[src/rtl/imem_loader.sv]
// rtl/imem_loader.sv - instruction RAM loader: byte stream in, fetch read port out, processor reset gating
module imem_loader #(
  parameter int AW = 6
) (
  input  logic          clk,
  input  logic          rstd,
  input  logic          load_start,
  input  logic          in_valid,
  input  logic [7:0]    in_data,
  output logic          in_ready,
  input  logic [AW+1:0] rd_addr,
  output logic [31:0]   rd_data,
  output logic          cpu_rstd,
  output logic          busy,
  output logic          load_done,
  output logic          err,
  output logic [AW:0]   word_count
);

  localparam int DEPTH = 1 << AW;
  localparam logic [AW:0] ONE = 1;

  typedef enum logic [2:0] {
    S_IDLE,
    S_COUNT,
    S_DATA,
    S_CHECK,
    S_RELEASE
  } state_t;

  state_t state, state_nx;

  logic [31:0] mem [0:DEPTH-1];
  logic [AW:0] n_words;
  logic [1:0]  byte_idx;
  logic [23:0] hold;
  logic [7:0]  csum;

  logic xfer;
  logic count_bad;
  logic word_end;
  logic mem_we;
  logic [AW:0] count_inc;

  assign xfer      = in_valid && in_ready;
  assign count_bad = (in_data == 8'd0) || (int'(in_data) > DEPTH);
  assign word_end  = (byte_idx == 2'd3);
  assign count_inc = word_count + ONE;

  // Only the word index selects a RAM entry; the byte lane bits are don't-care.
  logic unused_rd_lane;
  assign unused_rd_lane = &{1'b0, rd_addr[1:0]};
  assign rd_data = mem[rd_addr[AW+1:2]];

  always_comb begin
    state_nx  = state;
    mem_we    = 1'b0;
    in_ready  = 1'b0;
    busy      = (state != S_IDLE);
    load_done = (state == S_RELEASE);
    case (state)
      S_IDLE: begin
        if (load_start) state_nx = S_COUNT;
      end
      S_COUNT: begin
        in_ready = 1'b1;
        if (xfer) state_nx = count_bad ? S_IDLE : S_DATA;
      end
      S_DATA: begin
        in_ready = 1'b1;
        if (xfer && word_end) begin
          mem_we = 1'b1;
          if (count_inc == n_words) state_nx = S_CHECK;
        end
      end
      S_CHECK: begin
        in_ready = 1'b1;
        if (xfer) state_nx = (in_data == csum) ? S_RELEASE : S_IDLE;
      end
      S_RELEASE: begin
        state_nx = S_IDLE;
      end
      default: begin
        state_nx = S_IDLE;
      end
    endcase
  end

  always_ff @(posedge clk or negedge rstd) begin
    if (!rstd) begin
      state <= S_IDLE;
    end else begin
      state <= state_nx;
    end
  end

  always_ff @(posedge clk or negedge rstd) begin
    if (!rstd) begin
      cpu_rstd   <= 1'b0;
      err        <= 1'b0;
      word_count <= '0;
      n_words    <= '0;
      byte_idx   <= 2'd0;
      hold       <= 24'd0;
      csum       <= 8'd0;
    end else begin
      case (state)
        S_IDLE: begin
          if (load_start) begin
            cpu_rstd   <= 1'b0;
            err        <= 1'b0;
            word_count <= '0;
            csum       <= 8'd0;
          end
        end
        S_COUNT: begin
          if (xfer) begin
            n_words  <= in_data[AW:0];
            byte_idx <= 2'd0;
            if (count_bad) err <= 1'b1;
          end
        end
        S_DATA: begin
          if (xfer) begin
            csum     <= csum ^ in_data;
            byte_idx <= byte_idx + 2'd1;
            if (word_end) begin
              word_count <= count_inc;
            end else begin
              hold <= {hold[15:0], in_data};
            end
          end
        end
        S_CHECK: begin
          if (xfer && (in_data != csum)) err <= 1'b1;
        end
        S_RELEASE: begin
          cpu_rstd <= 1'b1;
        end
        default: begin
        end
      endcase
    end
  end

  // RAM has no reset so its contents survive an aborted load.
  always_ff @(posedge clk) begin
    if (mem_we) mem[word_count[AW-1:0]] <= {hold, in_data};
  end

endmodule

[config.mk]
export PLATFORM = sky130hd
export DESIGN_NAME = imem_loader
export DESIGN_NICKNAME = d
export VERILOG_FILES = /design/src/rtl/imem_loader.sv
export SDC_FILE = /design/constraint.sdc
export NUM_CORES = 2
export LEC_CHECK = 0
export CAP_MARGIN = 25
export CELL_PAD_IN_SITES_DETAIL_PLACEMENT = 0
export CELL_PAD_IN_SITES_GLOBAL_PLACEMENT = 1
export CORE_ASPECT_RATIO = 1.75
export CORE_UTILIZATION = 35
export CTS_BUF_LIST = sky130_fd_sc_hd__clkbuf_16
export DETAILED_ROUTE_END_ITERATION = 8
export GPL_TIMING_DRIVEN = 0
export PLACE_DENSITY = 0.58
export SETUP_SLACK_MARGIN = 0.4
export SYNTH_ARGS = -nofsm -noshare
export SYNTH_HDL_FRONTEND = slang
export SYNTH_SLANG_ARGS = --single-unit
[constraint.sdc]
create_clock -name clk -period 4.75 [get_ports clk]
set_input_delay 1.425 -clock clk [delete_from_list [all_inputs] [get_ports clk]]
set_output_delay 1.425 -clock clk [all_outputs]
set_load 0.005 [all_outputs]
# Word-level counts from Yosys, hierarchy flattened
# Memory sizes are Yosys's and may differ from the RTL's.
# Index checks and enable logic that the tools add are counted.
# Widths: inputs -> output; s select.
# totals
mem_count	1
elab_cells	80
ram_bits	2048
regBits	53
out_inout_bits	44
# op_classes
n_reduce_logical	20
addsub	2
n_eq_ne	17
n_mux	29
magnitude_cmp	1
bitwise	2
# memory_table
memory	depth	word_bits	rd	rd_clocked_by_memory_dff	write_ports	line_no	source
mem	64	32	1	0	1	33	logic [31:0] mem [0:DEPTH-1];
# op_table
operator	count
$mux 7	3
$mux 3	6
$ne 2x2->1 const B	9
$mux 8	2
$pmux 8 s2	1
$pmux 7 s2	1
$pmux 3 s4	1
$reduce_and 5->1	2
$mux 1	9
$reduce_and 3->1	3
$eq 8x8->1	1
$gt 8x7->1 const B	1
$logic_not 8->1	1
$ne 8x8->1	1
$xor 8x8->8	1
$add 7x1->7 const B	1
$eq 7x7->1	1
$eq 3x2->1 const B	2
$mux 2	3
$reduce_bool 2->1	3
$reduce_bool 3->1	2
$pmux 2 s2	1
$reduce_and 2->1	2
$reduce_and 4->1	1
11 further kinds	13

# Depth between registers and ports, before layout
# depth
depth_word	9
depth_mapped	9

# Least setup slack after synthesis
# Ideal clock, no wire load.
# synth_path
path_kind	input port to output port
startpoint	input rd_addr[2]
endpoint	output rd_data[2]
path_stages	8
setup_slack_ns	0.338
t_arrival_ns	2.987
n_path_buf	3
path_cell_list	buf_6 buf_4 buf_2 mux4_2 a22oi_1 nand2_1 o22ai_1 nor2_1
# synth_between
elab_chain_cells	1
# synth_lines
item	line_no	source
from (decl)	11	input logic [AW+1:0] rd_addr,
$mem_v2 64x32	-	
to (decl)	12	output logic [31:0] rd_data,
# Every way passes these cells.

# Worst setup path after layout
# layout_path
startpoint	input rd_addr[2]
endpoint	output rd_data[20]
# Same word-level chain as after synthesis.

==> summary.txt <==
Clock tree
  • TritonCTS clock tree: yes
  • Bufs on Longest Clock Path: 4
  • Clock transition at path regs: 0.06 ns
  • Clock Latency Late Sink: 0.86 ns
  • Post-CTS Hold Buffers: 0
  • CTS HTree Levels: 4
  • CTS Buf Count: 190
  • Root buffer cell: clkbuf_16
  • Clock sinks: 2101

Synthesis
  • Avg Synthesized Cell Area: 22.4 um^2
  • FF+latch count, synth: 2101
  • Sequential element share of the synthesized area: 78.3%
  • Main flop type after synthesis: edfxtp_1
  • Synthesized netlist cell count: 3581
  • Netlist Area Pre-Place: 80300 um^2
  • Synth cell types: 56
  • Async SR Flop Fraction: 2.52%
  • Synth warn: 0
  • Syn Nets: 3603
  • EDFF count, synth: 2048

Critical path
  • CP Class: in -> out
  • Critical path required time: 3.32 ns
  • CP max FO: 6
  • Slowest stage cell, crit path: a21oi_4
  • CP Buf/Inv Count: 6
  • Critical path depth: 11
  • Critical path, cell by cell: buf_16 -> buf_12 -> buf_4 -> buf_12 -> buf_4 -> mux4_2 -> o221ai_2 -> a21oi_4 -> a21oi_4 -> a221oi_2 -> buf_2
  • Reg-to-reg setup timing slack: 1.43 ns
  • Startpoint Class: primary input
  • CP top delay family: buffers and inverters
  • FF-to-FF path depth: 8
  • CP Capture Type: output pin
  • Crit path largest cell delay: 0.40 ns
  • CP Data Arrival Time: 3.62 ns

Place
  • Final HPWL DP: 190 mm
  • Placer Congestion: 0.849
  • # port buffers: 58
  • Placed cells: 6848

Global routing
  • Global-route wire length before repair: 373 mm
  • Initial antenna violation count: 10
  • Vias in the first global route: 43100
  • Congestion Overflow GR: 0
  • Largest net degree at the start of global routing: 72
  • Total track usage: 24.0%

STA
  • Endpoints failing setup: 32
  • Setup ws final: -0.297 ns
  • Peak Freq: 198 MHz
  • Worst Skew: 0.0477 ns
  • WHS: 0.488 ns
  • Crit path time final: 5.05 ns
  • Worst-Margin Slew: 0.988 ns
  • RSZ-0062 raised after global routing: yes
  • Fin crit share: 106%
  • Final hold viol count: 0
  • Slew Viols, Final: 0
  • Max-slew headroom: 34.2%

Routing
  • Post-Route WL: 277 mm
  • Detailed Routing Iterations Pass 1: 7
  • Via-to-Cell Ratio: 5.73
  • DRC violations left: 0
  • Routed vias: 42100
  • Wire length per cell: 37.7 um
  • Post-route ant nets: 0
  • Iteration-0 DRC Markers: 4532

Power
  • Max VDD drop: 400 uV
  • PwrDens: 429 nW/um^2
  • Leakage power: 0.0319 uW

Final layout
  • Non-Filler Instances: 7349
  • P&R area growth vs syn: 25.4%
  • Commonest cells after routing, fill and taps aside: edfxtp_1, mux4_2, clkbuf_16
  • Util after Layout: 44.1%
  • Layout cell share with drive strength beyond 1: 40.7%
  • Most common cell after layout, fill and taps aside: edfxtp_1
  • Nets@finish: 4182

Die
  • Die Footprint: 231000 um^2
  • Die extent in x: 364 um
  • Initial Utilization: 35.2%
  • Core area: 228000 um^2
  • IO Pins: 64
  • Die H: 636 um
  • Num rows: 232

Outcome
  • Failing checks: setup timing
  • Status: complete, but fails checks

Flow run
  • Max-Cap Viols: 0

Hold path
  • Hold crit path type: reg -> reg
  • Cell count of the worst hold path: 1
## metrics by stage
stage               instance area, um^2  power, uW   TNS, ns  setup slack, ns
detailed placement                88700      27700   -925.47            -3.56
global placement                  84700      27300  -7043.06            -3.99
global route                     101000      44200     -7.03           -0.303
finish                           101000      43200     -7.09           -0.297
floorplan                         80300      25000         0            0.368
CTS                              100000      43300     -6.96           -0.290
## registers in the layout (all words and copies together) (netlist names)
register and cells:
state 3, byte_idx 2, hold 24, n_words 7, cpu_rstd 1, csum 8, word_count 7, mem 2048
err 1
## cell families after synthesis
| family | count (synthesis) | synth area share [%] |
|---|---|---|
| flops | 2101 | 78.3 |
| mux | 603 | 15.1 |
| simple gates | 281 | 1.68 |
| compound gates | 376 | 3.38 |
| xor+xnor | 13 | 0.142 |
| buf+inv | 205 | 1.37 |
| fa+ha+maj | 2 | 0.0312 |
## report_power, final
part / switching (uW) / internal, uW / total (uW) / leakage [uW]
clock network: 6870 / 8360 / 15200 / 0.00306
registers: 1050 / 22300 / 23400 / 0.0192
logic: 2920 / 1640 / 4570 / 0.00963
## Yosys cell counts, drive strengths merged, types with 3 or more instances
cell    count  area [um^2]
or2         3         18.8
o22ai      82          513
mux4      484        10900
a22o       41          359
mux2i      76          761
o21ai      25          125
nor2b      22          138
and2        4         25.0
buf       110          746
mux2       43          484
and3        3         18.8
a311oi      8         70.1
xor2        3         26.3
xnor2      10         87.6
or3b        7         61.3
nand2b     14         87.6
nand3      14         70.1
nor2      133          499
a22oi      32          240
a21o        6         45.0
a221oi     63          552
inv         3         11.3
clkbuf     92          345
a21oi      58          290
o22a        4         35.0
or3         5         31.3
nand2      39          146
o221ai     31          272
nand3b     10         75.1
nor3       10         55.1
a211oi     15          113
dfrtp      53         1330
nor4        9         56.3
edfxtp   2048        61500
## metal layers
layer | track usage [%] | routed length (um) | part of all wire [%]
met5 | 0 | 0 | 0
met4 | 14.5 | 20400 | 7.4
met3 | 2.94 | 16000 | 5.8
met2 | 43.3 | 148000 | 53
met1 | 26.7 | 93300 | 34
## repair_timing
item | 4_1_cts | 5_1_grt
setup buffers | 107 | 43
gates cloned | 11 | 1
resized for setup | 1009 | 59
pin swaps | 122 | 58
setup endpoints to repair | 900 | 557
hold endpoints to repair | 0 | 0
## final timing paths
check	start	endpoint
setup / recovery	rd_addr[2]	rd_data[20]
hold / removal	cpu_rstd$_DFFE_PN0P_	cpu_rstd$_DFFE_PN0P_
setup reg to reg	state[2]$_DFFE_PN0P_	mem[22][11]$_DFFE_PP_
hold reg to reg	cpu_rstd$_DFFE_PN0P_	cpu_rstd$_DFFE_PN0P_
max in group asynchronous	rstd	hold[4]$_DFFE_PN0P_
min in group asynchronous	rstd	cpu_rstd$_DFFE_PN0P_
## final cells by class
cell class,count,area [um^2]
antenna,4,10.0
tap,3042,3810
clock inverter,141,1100
fill,19400,127000
inverter,3,11.3
buffer,202,2630
sequential,2101,62900
timing repair buffer,387,5950
multi-input combinational,1275,19400
clock buffer,194,4850
Note: power is estimated with default switching activity, not from simulation.
